`config.mk`:
```
export PLATFORM = sky130hd
export DESIGN_NAME = trng_word_collector
export DESIGN_NICKNAME = d
export VERILOG_FILES = /design/src/rtl/trng_pkg.sv /design/src/rtl/trng_debias.sv /design/src/rtl/trng_word_collector.sv
export SDC_FILE = /design/constraint.sdc
export NUM_CORES = 1
export LEC_CHECK = 0
export ABC_AREA = 1
export CORE_MARGIN = 4
export CORE_UTILIZATION = 45
export CTS_CLUSTER_DIAMETER = 100
export DETAILED_ROUTE_END_ITERATION = 8
export GPL_ROUTABILITY_DRIVEN = 0
export PLACE_DENSITY = 0.65
export SYNTH_ARGS = -nofsm -noshare
export SYNTH_HDL_FRONTEND = slang
export SYNTH_HIERARCHICAL = 1
export SYNTH_SLANG_ARGS = --single-unit
```
`constraint.sdc`:
```
create_clock -name clk -period 4.1 [get_ports clk]
set_input_delay 0.82 -clock clk [delete_from_list [all_inputs] [get_ports clk]]
set_output_delay 0.82 -clock clk [all_outputs]
set_load 0.02 [all_outputs]
```
`src/rtl/trng_pkg.sv`:
```
// Shared definitions for the TRNG word collector.
//   debias_state_e    : von Neumann pair FSM states
//   REP_LIMIT_DEFAULT : default repetition-count threshold
//   SYNC_DEPTH        : flops in the raw_bits synchronizer
//   PRIME_CYCLES      : cycles before a fresh sample reaches the sample register
package trng_pkg;
    typedef enum logic {
        PAIR_FIRST  = 1'b0,
        PAIR_SECOND = 1'b1
    } debias_state_e;

    localparam int REP_LIMIT_DEFAULT = 16;
    localparam int SYNC_DEPTH        = 2;
    // synchronizer depth plus the XOR sample register
    localparam int PRIME_CYCLES      = SYNC_DEPTH + 1;
endpackage

```
`src/rtl/trng_debias.sv`:
```
// Von Neumann corrector: consumes taken samples in pairs and emits the first
// bit of each unequal pair (10 -> 1, 01 -> 0). Equal pairs emit nothing.
//   clk, reset : clock, synchronous active-high reset
//   sample     : current raw sample
//   take       : sample is consumed this cycle
//   enable     : collection enable; low abandons a half-finished pair
//   vn_bit     : corrected output bit
//   bit_valid  : vn_bit is emitted this cycle
module trng_debias
    import trng_pkg::*;
(
    input  logic clk,
    input  logic reset,
    input  logic sample,
    input  logic take,
    input  logic enable,
    output logic vn_bit,
    output logic bit_valid
);
    debias_state_e state, state_next;
    logic          first_bit;

    always_ff @(posedge clk) begin
        if (reset) begin
            state     <= PAIR_FIRST;
            first_bit <= 1'b0;
        end else begin
            state <= state_next;
            if (take && state == PAIR_FIRST)
                first_bit <= sample;
        end
    end

    always_comb begin
        state_next = state;
        if (!enable)
            state_next = PAIR_FIRST;
        else if (take)
            state_next = (state == PAIR_FIRST) ? PAIR_SECOND : PAIR_FIRST;
    end

    always_comb begin
        vn_bit    = first_bit;
        bit_valid = take && (state == PAIR_SECOND) && (sample != first_bit);
    end
endmodule

```
`src/rtl/trng_word_collector.sv`:
```
// Samples NUM_SOURCES free-running latch outputs, XOR-reduces them to one raw
// bit per cycle, optionally debiases, runs a repetition-count health test and
// packs accepted bits into WORD_WIDTH words behind a valid/ready handshake.
//   clk, reset  : clock, synchronous active-high reset
//   enable      : collection enable (pipeline keeps running when low)
//   raw_bits    : asynchronous latch outputs
//   word_out    : collected word, stable while word_valid && !word_ready
//   word_valid  : word_out holds an unconsumed word
//   word_ready  : consumer accepts on word_valid && word_ready
//   health_fail : sticky repetition-test failure
//   bit_count   : bits currently held in the shift register
module trng_word_collector
    import trng_pkg::*;
#(
    parameter int NUM_SOURCES = 8,
    parameter int WORD_WIDTH  = 8,
    parameter int DEBIAS      = 1,
    parameter int REP_LIMIT   = REP_LIMIT_DEFAULT
) (
    input  logic                              clk,
    input  logic                              reset,
    input  logic                              enable,
    input  logic [NUM_SOURCES-1:0]            raw_bits,
    output logic [WORD_WIDTH-1:0]             word_out,
    output logic                              word_valid,
    input  logic                              word_ready,
    output logic                              health_fail,
    output logic [$clog2(WORD_WIDTH+1)-1:0]   bit_count
);
    localparam int               CNT_W      = $clog2(WORD_WIDTH + 1);
    localparam logic [CNT_W-1:0] FULL       = CNT_W'(WORD_WIDTH);
    localparam logic [7:0]       REP_MAX    = 8'(REP_LIMIT);
    localparam logic [1:0]       PRIME_DONE = 2'(PRIME_CYCLES);

    // ---------------- input path: synchronizer + XOR sample ----------------
    logic [SYNC_DEPTH-1:0][NUM_SOURCES-1:0] sync_q;
    logic                                   sample;

    always_ff @(posedge clk) begin
        if (reset) begin
            sync_q <= '0;
            sample <= 1'b0;
        end else begin
            sync_q <= {sync_q[SYNC_DEPTH-2:0], raw_bits};
            sample <= ^sync_q[SYNC_DEPTH-1];
        end
    end

    // ---------------- priming / sample acceptance ----------------
    // After reset or an enable rise the sample register still holds data
    // from before collection started; wait until fresh data has arrived.
    logic [1:0] prime_cnt;
    logic       take;

    always_ff @(posedge clk) begin
        if (reset || !enable)
            prime_cnt <= 2'd0;
        else if (prime_cnt != PRIME_DONE)
            prime_cnt <= prime_cnt + 2'd1;
    end

    assign take = enable && !health_fail && (prime_cnt == PRIME_DONE);

    // ---------------- debias ----------------
    logic emit, emit_bit;

    generate
        if (DEBIAS != 0) begin : g_vn
            trng_debias u_debias (
                .clk       (clk),
                .reset     (reset),
                .sample    (sample),
                .take      (take),
                .enable    (enable),
                .vn_bit    (emit_bit),
                .bit_valid (emit)
            );
        end else begin : g_pass
            assign emit     = take;
            assign emit_bit = sample;
        end
    endgenerate

    // ---------------- health test (on raw samples, before debias) ----------------
    logic [7:0] rep_cnt;
    logic       last_sample;

    always_ff @(posedge clk) begin
        if (reset) begin
            rep_cnt     <= 8'd0;
            last_sample <= 1'b0;
            health_fail <= 1'b0;
        end else begin
            if (rep_cnt >= REP_MAX)
                health_fail <= 1'b1;
            if (!enable) begin
                rep_cnt <= 8'd0;
            end else if (take) begin
                last_sample <= sample;
                // rep_cnt==0 means no previous sample in this run
                if (rep_cnt != 8'd0 && sample == last_sample) begin
                    if (rep_cnt != 8'hFF)
                        rep_cnt <= rep_cnt + 8'd1;
                end else begin
                    rep_cnt <= 8'd1;
                end
            end
        end
    end

    // ---------------- packing and output handshake ----------------
    logic [WORD_WIDTH-1:0] shift_reg;
    logic                  full, free, load;

    assign full = (bit_count == FULL);
    assign free = !word_valid || word_ready;
    assign load = full && free && !health_fail;

    always_ff @(posedge clk) begin
        if (reset) begin
            shift_reg  <= '0;
            bit_count  <= '0;
            word_out   <= '0;
            word_valid <= 1'b0;
        end else if (health_fail) begin
            shift_reg  <= '0;
            bit_count  <= '0;
            word_valid <= 1'b0;
        end else begin
            if (load) begin
                word_out   <= shift_reg;
                word_valid <= 1'b1;
            end else if (word_valid && word_ready) begin
                word_valid <= 1'b0;
            end

            // A bit emitted on the load cycle starts the next word rather
            // than being lost; a bit arriving while full and blocked is dropped.
            if (load) begin
                shift_reg <= {{(WORD_WIDTH-1){1'b0}}, emit & emit_bit};
                bit_count <= {{(CNT_W-1){1'b0}}, emit};
            end else if (emit && !full) begin
                shift_reg <= {shift_reg[WORD_WIDTH-2:0], emit_bit};
                bit_count <= bit_count + CNT_W'(1);
            end
        end
    end
endmodule

```
Yosys cells after proc, flatten, opt, wreduce, memory -nomap -nowiden --
Cells that the tools add are included.
Operators by class: reduce and logical (&&, ||, !) cells 26, divide/modulo/power cells 0, shift operators 0, add/subtract/negate cells 3, multipliers 0, muxes and demuxes 9, equal/unequal tests 7, bitwise logic cells 4, order comparisons 1
Operator list (number):
- two-way mux 8 bit | 2
- logical AND 1 bit | 10
- adder 8 x 1 -> 8 bit (second input constant) | 1
- greater-or-equal comparator 8 x 5 -> 1 bit (second input constant) | 1
- inequality test 8 bit (second input constant) | 1
- nonzero test 8 bit | 1
- parity 8 bit | 1
- two-way mux 1 bit | 7
- AND reduction 2 bit | 3
- adder 4 x 1 -> 4 bit (second input constant) | 1
- equality test 4 bit (second input constant) | 1
- logical NOT 1 bit | 4
- nonzero test 2 bit | 2
- OR reduction 2 bit | 2
- inverter 1 bit | 3
- OR reduction 3 bit | 1
- adder 2 x 1 -> 2 bit (second input constant) | 1
- equality test 2 bit (second input constant) | 1
- logical OR 1 bit | 2
- inequality test 2 x 1 -> 1 bit (second input constant) | 1
- inequality test 2 bit (second input constant) | 1
- bitwise AND 1 bit | 1
- equality test 1 bit | 1
- inequality test 1 bit | 1
Word-level totals: word-level logic and storage cells 65, bits in latches 0, memories 0, register bits after elaboration 52, output and inout bits 14, RAM bits 0, memory bits (read-only) 0

Longest topological paths before layout --
Gate-level depths: netlist of the first run.
word-level depth 8, depth in mapped cells 10, depth with buffers taken out 10

By module --
Netlist of the first run, hierarchy kept.
By module, submodules not included:
- trng_word_collector | cells each 271, sequential area each 1001.0 um2, instances 1, area each 2069.5 um2
- trng_debias | cells each 19, sequential area each 40.0 um2, instances 1, area each 108.9 um2

Least setup slack after synthesis of the first run --
No wires, ideal clock.
kind input-to-reg, start point in enable, end point reg bit_count[0], required time 4.030 ns, slack 1.948 ns, stages on the path 9, data arrival time 2.082 ns, path through nand2_1 > nor2_2 > buf_2 > o21ai_0 > nor2_1 > o21ai_1 > buf_2 > xor2_1 > a21oi_1
On the way: cells in the longest elaborated chain, start to end 6, elaborated cells on any way between the ends 7
RTL lines:
- from (decl) | RTL line trng_word_collector.sv:22 | input logic enable,
- logical AND 1 bit (*) (2 in a row) | RTL line trng_word_collector.sv:62 | assign take = enable && !health_fail && (prime_cnt == PRIME_DONE);
- named net take | RTL line trng_word_collector.sv:53 | logic take;
- logical AND 1 bit (*) (2 in a row) | RTL line trng_debias.sv:44 | bit_valid = take && (state == PAIR_SECOND) && (sample != first_bit);
- named net emit | RTL line trng_word_collector.sv:65 | logic emit, emit_bit;
- logical AND 1 bit | RTL line trng_word_collector.sv:142 | end else if (emit && !full) begin
- nonzero test 2 bit (no line)
- to (signal assigned) | RTL line trng_word_collector.sv:141 | bit_count <= {{(CNT_W-1){1'b0}}, emit};
- to (signal assigned) | RTL line trng_word_collector.sv:144 | bit_count <= bit_count + CNT_W'(1);
- to (decl) | RTL line trng_word_collector.sv:28 | output logic [$clog2(WORD_WIDTH+1)-1:0] bit_count
Mark *: on every way through the listed nets, which the timed path passes. The rest lies on a longest branch. A chain may end at the register's enable or synchronous reset.

Worst setup path after layout of the first run --
start point in enable, end point reg bit_count[2]
On the way: cells in the longest elaborated chain, start to end 5
RTL lines (RTL line):
- logical AND 1 bit (2 in a row) | trng_word_collector.sv:62
- logical AND 1 bit (2 in a row) | trng_debias.sv:44
- named net emit | trng_word_collector.sv:65
- logical AND 1 bit | trng_word_collector.sv:142
The timed path passes the listed nets, and every way through them passes these cells.

==> summary.txt, run 1 <==
Outcome
  – Status: completed

Run
  – Max Cap Viol: 0

Clocking
  – Deepest clock path buffer count: 2
  – # hold bufs at CTS: 0
  – H-tree levels: 2
  – Reg clk slew, reported paths: around 100 ps
  – Root buffer cell: clkbuf_8
  – CTS resizes: 0
  – Total setup buffers inserted after CTS: 0
  – Clock buffer count from CTS: 5
  – CTS Sinks: 52
  – Worst-Skew Late Latency: 300 ps
  – Clock tree from TritonCTS: done

Timing
  – Period Utilization, post-route: between 60 and 70%
  – Final setup viols: 0
  – Slew Viols, Final: 0
  – Hold_ws: 405 ps
  – Final worst setup slack: 1450 ps
  – TNS Setup: 0 ps
  – Fin crit period: 2650 ps
  – Fmax: 378 MHz
  – Tightest Pin Transition: 760 ps
  – Final Hold Viols: 0
  – RSZ-0062 raised after global routing: false
  – Slew HR: around half
  – Final setup skew: 13.3 ps

Logic synthesis
  – Mapped Area: between 2000 and 2500 um2
  – Synth Flop Type: dfxtp_1
  – Synth Register Bits: 52
  – Syn Nets: 307
  – Synthesized area per cell: 7.51 um2
  – Distinct cells, synth: 28
  – Syn Inst Count: 290
  – FFs w/ async S/R, synth: 0%
  – Sequential element share of the synthesized area: 47.8%
  – Synthesis Warnings: 6
  – Post-synth EDFFs: 0

Global route
  – Largest net degree at the start of global routing: 22
  – Global Route Usage Sum: about an eighth
  – Initial antenna violation count: 0
  – GRT overflow: 0
  – First-pass GRT wire length: 6.47 mm
  – Vias in the first global route: 1474

Critical path
  – Worst setup path start: enable
  – Critical path, cell by cell: clkdlybuf4s50_1 -> nand2_1 -> nor2_2 -> buf_4 -> o21ai_0 -> nor2_1 -> o21ai_1 -> inv_1 -> a21oi_1 -> nor3_1
  – Slowest stage delay, CP: around 500 ps
  – Worst R2R End: bit_count[2]$_SDFFE_PP0P_
  – Crit-path max FO: 14
  – Startpoint types: input port
  – R2r setup slk: about 1900 ps
  – Critical path class: input port to flop
  – Worst setup endpoint: bit_count[2]$_SDFFE_PP0P_
  – CP max-delay cell: clkdlybuf4s50_1
  – CP Data Required Time: 4330 ps
  – Worst flop-to-flop path startpoint: prime_cnt[0]$_SDFFE_PP0P_
  – Worst r2r path cells: 10
  – CP Capture Type: flop
  – Arrival time worst endpoint: 2880 ps

Drt
  – Residual DRC count: 0
  – DR WL/cell: 9.82 um
  – Antenna viol nets, final: 0
  – Initial DRC Count: ~100
  – Drt first pass iters: 4
  – Via count: about 1700
  – Vias per cell: 4.57
  – Total detailed-routing wirelength: between 3 and 4 mm

Pwr
  – Internal power: 0.658 mW
  – Pleak: 1.10 nW
  – Sequential share of power: roughly three fifths
  – Comb pwr share: 5.1%
  – Clock network power share: 33.4%
  – Sw Share: 22.3%
  – PD cells: 331 nW/um2
  – Worst IR Drop VDD: 180 uV
  – Sw power: ~0.19 mW
  – Pwr Total: 0.846 mW

Cells and area
  – Layout Cells excl Fill: 371
  – Reg with most FFs: sync_q
  – Area grow syn2layout: 17.5%
  – # diodes: 0
  – Max reg flops: 16
  – Area of the multi-input gates: 918 um2
  – # fillers: 457
  – Most frequent cells in the layout: 52 x nand2_1, 52 x dfxtp_1, 45 x nor2_1
  – Layout cells sized above 1: 6.31%
  – Final nets: 333
  – Fin area: 2560 um2
  – Post-layout util: 54.6%
  – Reg area: around 1000 um2

Hold path
  – Hold-critical path depth: 2
  – Hold_sp: sync_q[4]$_SDFF_PP0_
  – Hold Crit Class: flop to flop

Floorplanning
  – Chip Height: 77.6 um
  – Ports: 26
  – Cell Rows: 25
  – Die X: roughly 78 um
  – Starting density of the core: 46.4%
  – Total die area: 6020 um2
  – Total core area: 4690 um2

Place
  – Placed insts: 363
  – Dpl ws: 1140 ps
  – Area after DPL: between 2000 and 2500 um2
  – IO buf count: 25
  – Final HPWL DP: 2.62 mm
==> worst max-delay path: cells and delay by family <==
family,cells,cell delay (ps)
buffers and inverters,3,1000
AOI/OAI and AO/OA,3,530
and+or+nand+nor,4,520
==> worst min-delay path by stage <==
stage | slack [ps] | end
finish | 400 | sync_q[12]$_SDFF_PP0_
global route | 430 | sync_q[12]$_SDFF_PP0_
CTS | 410 | sync_q[12]$_SDFF_PP0_
detailed placement | 390 | sync_q[12]$_SDFF_PP0_
global placement | 390 | sync_q[9]$_SDFF_PP0_
floorplan | 390 | sync_q[10]$_SDFF_PP0_
==> area by class of cell <==
cell class	instances	area share, %
multi-input cells	181	35.9
inverters	50	7.38
repair buffers	26	10.1
well taps	54	2.64
clock inverters	2	0.538
flip-flops and latches	52	40.7
clock buffers	6	2.83
==> synthesized netlist by cell type, types with 2 or more instances <==
master / n / area, um2
inv_1: 44 / 165
clkbuf_1: 2 / 7.51
inv_2: 3 / 11.3
nand4_1: 5 / 31.3
dfxtp_1: 52 / 1040
xor2_1: 6 / 52.6
nand2_1: 52 / 195
nor2_1: 45 / 169
nor2_4: 2 / 22.5
buf_1: 2 / 7.51
clkinv_1: 2 / 7.51
ha_1: 5 / 62.6
xnor2_1: 4 / 35.0
nand3_1: 8 / 40.0
nor2_2: 2 / 12.5
buf_2: 3 / 15.0
o21ai_0: 15 / 75.1
nand2_4: 2 / 22.5
a21oi_1: 25 / 125
nor3_1: 2 / 10.0
nand3b_1: 2 / 15.0
==> kinds of logic (layout without fill, tap and decap cells) <==
group	after synthesis	count (layout)	synth area share [%]
adders and majority gates	5	5	2.87
and+or+nand+nor	123	123	25.2
xor gates and xnor gates	10	10	4.02
DFF	52	52	47.8
AOI/OAI and AO/OA	43	43	10.1
buffers and inverters	57	84	10.1
==> per-layer routing <==
metal / up-vias / share of wire (%) / global-route usage, %
met4: 0 / 0.91 / 4.45
met1: 721 / 52 / 16.9
li1: 941 / - / -
met3: 4 / 4.8 / 3.94
met5: - / 0 / 0
met2: 30 / 42 / 20.7
==> power by group through the flow <==
stage	clock network [mW]	registers (mW)	logic (mW)
final	0.283	0.520	0.0434
after CTS	0.298	0.520	0.0438
after detailed placement	0	0.532	0.0436
after floorplan	0	0.531	0.0282
after global placement	0	0.532	0.0431
after global routing	0.316	0.522	0.0498
(Power assumes the default switching activity.)
==> run 2: changes to the inputs <==
==> constraint.sdc (replaced) <==
create_clock -name clk -period 2.7 [get_ports clk]
set_input_delay 0.54 -clock clk [delete_from_list [all_inputs] [get_ports clk]]
set_output_delay 0.54 -clock clk [all_outputs]
set_load 0.02 [all_outputs]
==> run 2 against run 1 <==
Net effect: clock power up 94%; global-route usage up 0.44 points; power up 66%; wire length up 3.7%; critical path type unchanged; sequential share of layout area down 0.89 points; first-iteration DRC count down 21%; register-to-register slack worse by 1200 ps.
==> summary.txt, run 2 (synthesis results as in run 1) <==
Outcome
  – Status: completed (unchanged)

Run
  – Max Cap Viol: 0 (unchanged)

Global route
  – Vias in the first global route: 1504 (was 1474)
  – Initial antenna violation count: 0 (unchanged)
  – First-pass GRT wire length: 6.61 mm (was 6.47 mm)
  – Met1 Use GR: 17.0% (was 16.9%)
  – Global Route Usage Sum: 13.5% (was 13.1%)
  – Grt peak-use layer: met2 (unchanged)
  – Met3 usage: 4.41% (was 3.94%)
  – Largest net degree at the start of global routing: 19 (was 22)
  – GRT overflow: 0 (unchanged)
  – Met2 usage: 22.0% (was 20.7%)

Cells and area
  – # fillers: 441 (was 457)
  – Most frequent cells in the layout: 52 x nand2_1, 52 x dfxtp_1, 45 x nor2_1 (unchanged)
  – Reg with most FFs: sync_q (unchanged)
  – Post-layout util: 55.8% (was 54.6%)
  – Area grow syn2layout: 20.2% (was 17.5%)
  – Final nets: 336 (was 333)
  – Max reg flops: 16 (unchanged)
  – Fin area: 2620 um2 (was 2560 um2)
  – Layout cells sized above 1: 7.50% (was 6.31%)
  – # diodes: 0 (unchanged)

Critical path
  – R2r setup slk: 710 ps (was 1900 ps)
  – Worst flop-to-flop path startpoint: prime_cnt[0]$_SDFFE_PP0P_ (unchanged)
  – Worst setup path start: enable (unchanged)
  – Crit-path max FO: 12 (was 14)
  – CP Data Required Time: 2880 ps (was 4330 ps)
  – Startpoint types: input port (unchanged)
  – Critical path class: input port to flop (unchanged)
  – CP Capture Type: flop (unchanged)
  – Arrival time worst endpoint: 2290 ps (was 2880 ps)

Drt
  – Vias per cell: 4.64 (was 4.57)
  – Initial DRC Count: 82 (was 104)
  – Via count: 1734 (was 1696)
  – Total detailed-routing wirelength: 3.78 mm (was 3.64 mm)
  – Residual DRC count: 0 (unchanged)
  – DR WL/cell: 10.1 um (was 9.82 um)
  – Antenna viol nets, final: 0 (unchanged)
  – Drt first pass iters: 4 (unchanged)

Pwr
  – Pwr Total: 1.40 mW (was 0.846 mW)
  – Pleak: 1.13 nW (was 1.10 nW)
  – Worst IR Drop VDD: 303 uV (was 180 uV)
  – PD cells: 536 nW/um2 (was 331 nW/um2)

Timing
  – Slew HR: 46.7% (was 49.0%)
  – Final setup viols: 0 (unchanged)
  – Period Utilization, post-route: ~80%
  – Slew Viols, Final: 0 (unchanged)
  – Fin crit period: 2100 ps
  – RSZ-0062 raised after global routing: false (unchanged)
  – Tightest Pin Transition: 795 ps (was 760 ps)
  – Final setup skew: 8.68 ps (was 13.3 ps)
  – Fmax: around 480 MHz
  – Final Hold Viols: 0 (unchanged)
  – TNS Setup: 0 ps (unchanged)

Clocking
  – Total setup buffers inserted after CTS: 0 (unchanged)
  – CTS Sinks: 52 (unchanged)
  – Deepest clock path buffer count: 2 (unchanged)
  – Worst-Skew Late Latency: 300 ps (about the same)
  – Reg clk slew, reported paths: 90 ps (was 100 ps)
  – Clock buffer count from CTS: 5 (unchanged)
  – Clock tree from TritonCTS: done (unchanged)
  – H-tree levels: 2 (unchanged)
  – # hold bufs at CTS: 0 (unchanged)
  – Root buffer cell: clkbuf_8 (unchanged)
  – CTS resizes: 0 (unchanged)

Floorplanning
  – Die X: 77.6 um (unchanged)
  – Chip Height: 77.6 um (unchanged)
  – Total die area: 6020 um2 (unchanged)
  – Starting density of the core: 46.4% (unchanged)
  – Cell Rows: 25 (unchanged)
  – Ports: 26 (unchanged)
  – Total core area: 4690 um2 (unchanged)

Place
  – Final HPWL DP: 2.73 mm (was 2.62 mm)
  – Area after DPL: 2500 um2 (was 2470 um2)
  – IO buf count: 25 (unchanged)

Hold path
  – Hold Crit Class: flop to flop (unchanged)
  – Hold_sp: sync_q[3]$_SDFF_PP0_ (was sync_q[4]$_SDFF_PP0_)
-- run 2: cell count changes in the layout (fill, tap and decap cells not counted), sizes merged --
cell    before  now
bufinv       0    1
buf          1    4
inv         48   47
-- run 2: worst paths after layout --
kind                          endpoint  cells past startpoint
max          bit_count[2]$_SDFFE_PP0P_                      9
min              sync_q[11]$_SDFF_PP0_                      2
max reg2reg  bit_count[2]$_SDFFE_PP0P_                      9
min reg2reg      sync_q[11]$_SDFF_PP0_                      2
-- run 2: where the power goes --
part,switching [mW],internal [mW]
Combinational,0.0337,0.0328
Clock,0.245,0.303
Sequential,0.00781,0.782
-- run 2: area by class of cell --
cell class	instances	area, um2	area share (%)
clock inverter	2	38.8	1.48
timing repair buffer	29	280	10.7
multi-input combinational	181	918	35.1
inverter	50	189	7.22
sequential	52	1040	39.8
clock buffer	6	82.6	3.15
tap	54	67.6	2.58
-- run 2: layer usage --
metal | wire [um] | up-vias
met4 | 37 | 0
met3 | 171 | 4
li1 | - | 949
met1 | 1890 | 747
met2 | 1680 | 34
met5 | 0 | -
-- run 2: per-stage QoR --
stage	worst slack [ps]	instances	hold WS, ps
detailed placement	265	366	392
finish	596	374	395
floorplan	812	290	388
global placement	318	366	392
global route	278	374	417
CTS	601	374	398
-- run 2: worst max-delay path: stages --
cell	delay, ps
clkdlybuf4s50_1	440
nand2_1	120
nor2_2	40
o21ai_0	70
nor2_1	70
o21ai_1	430
inv_1	320
a21oi_1	200
nor3_1	50
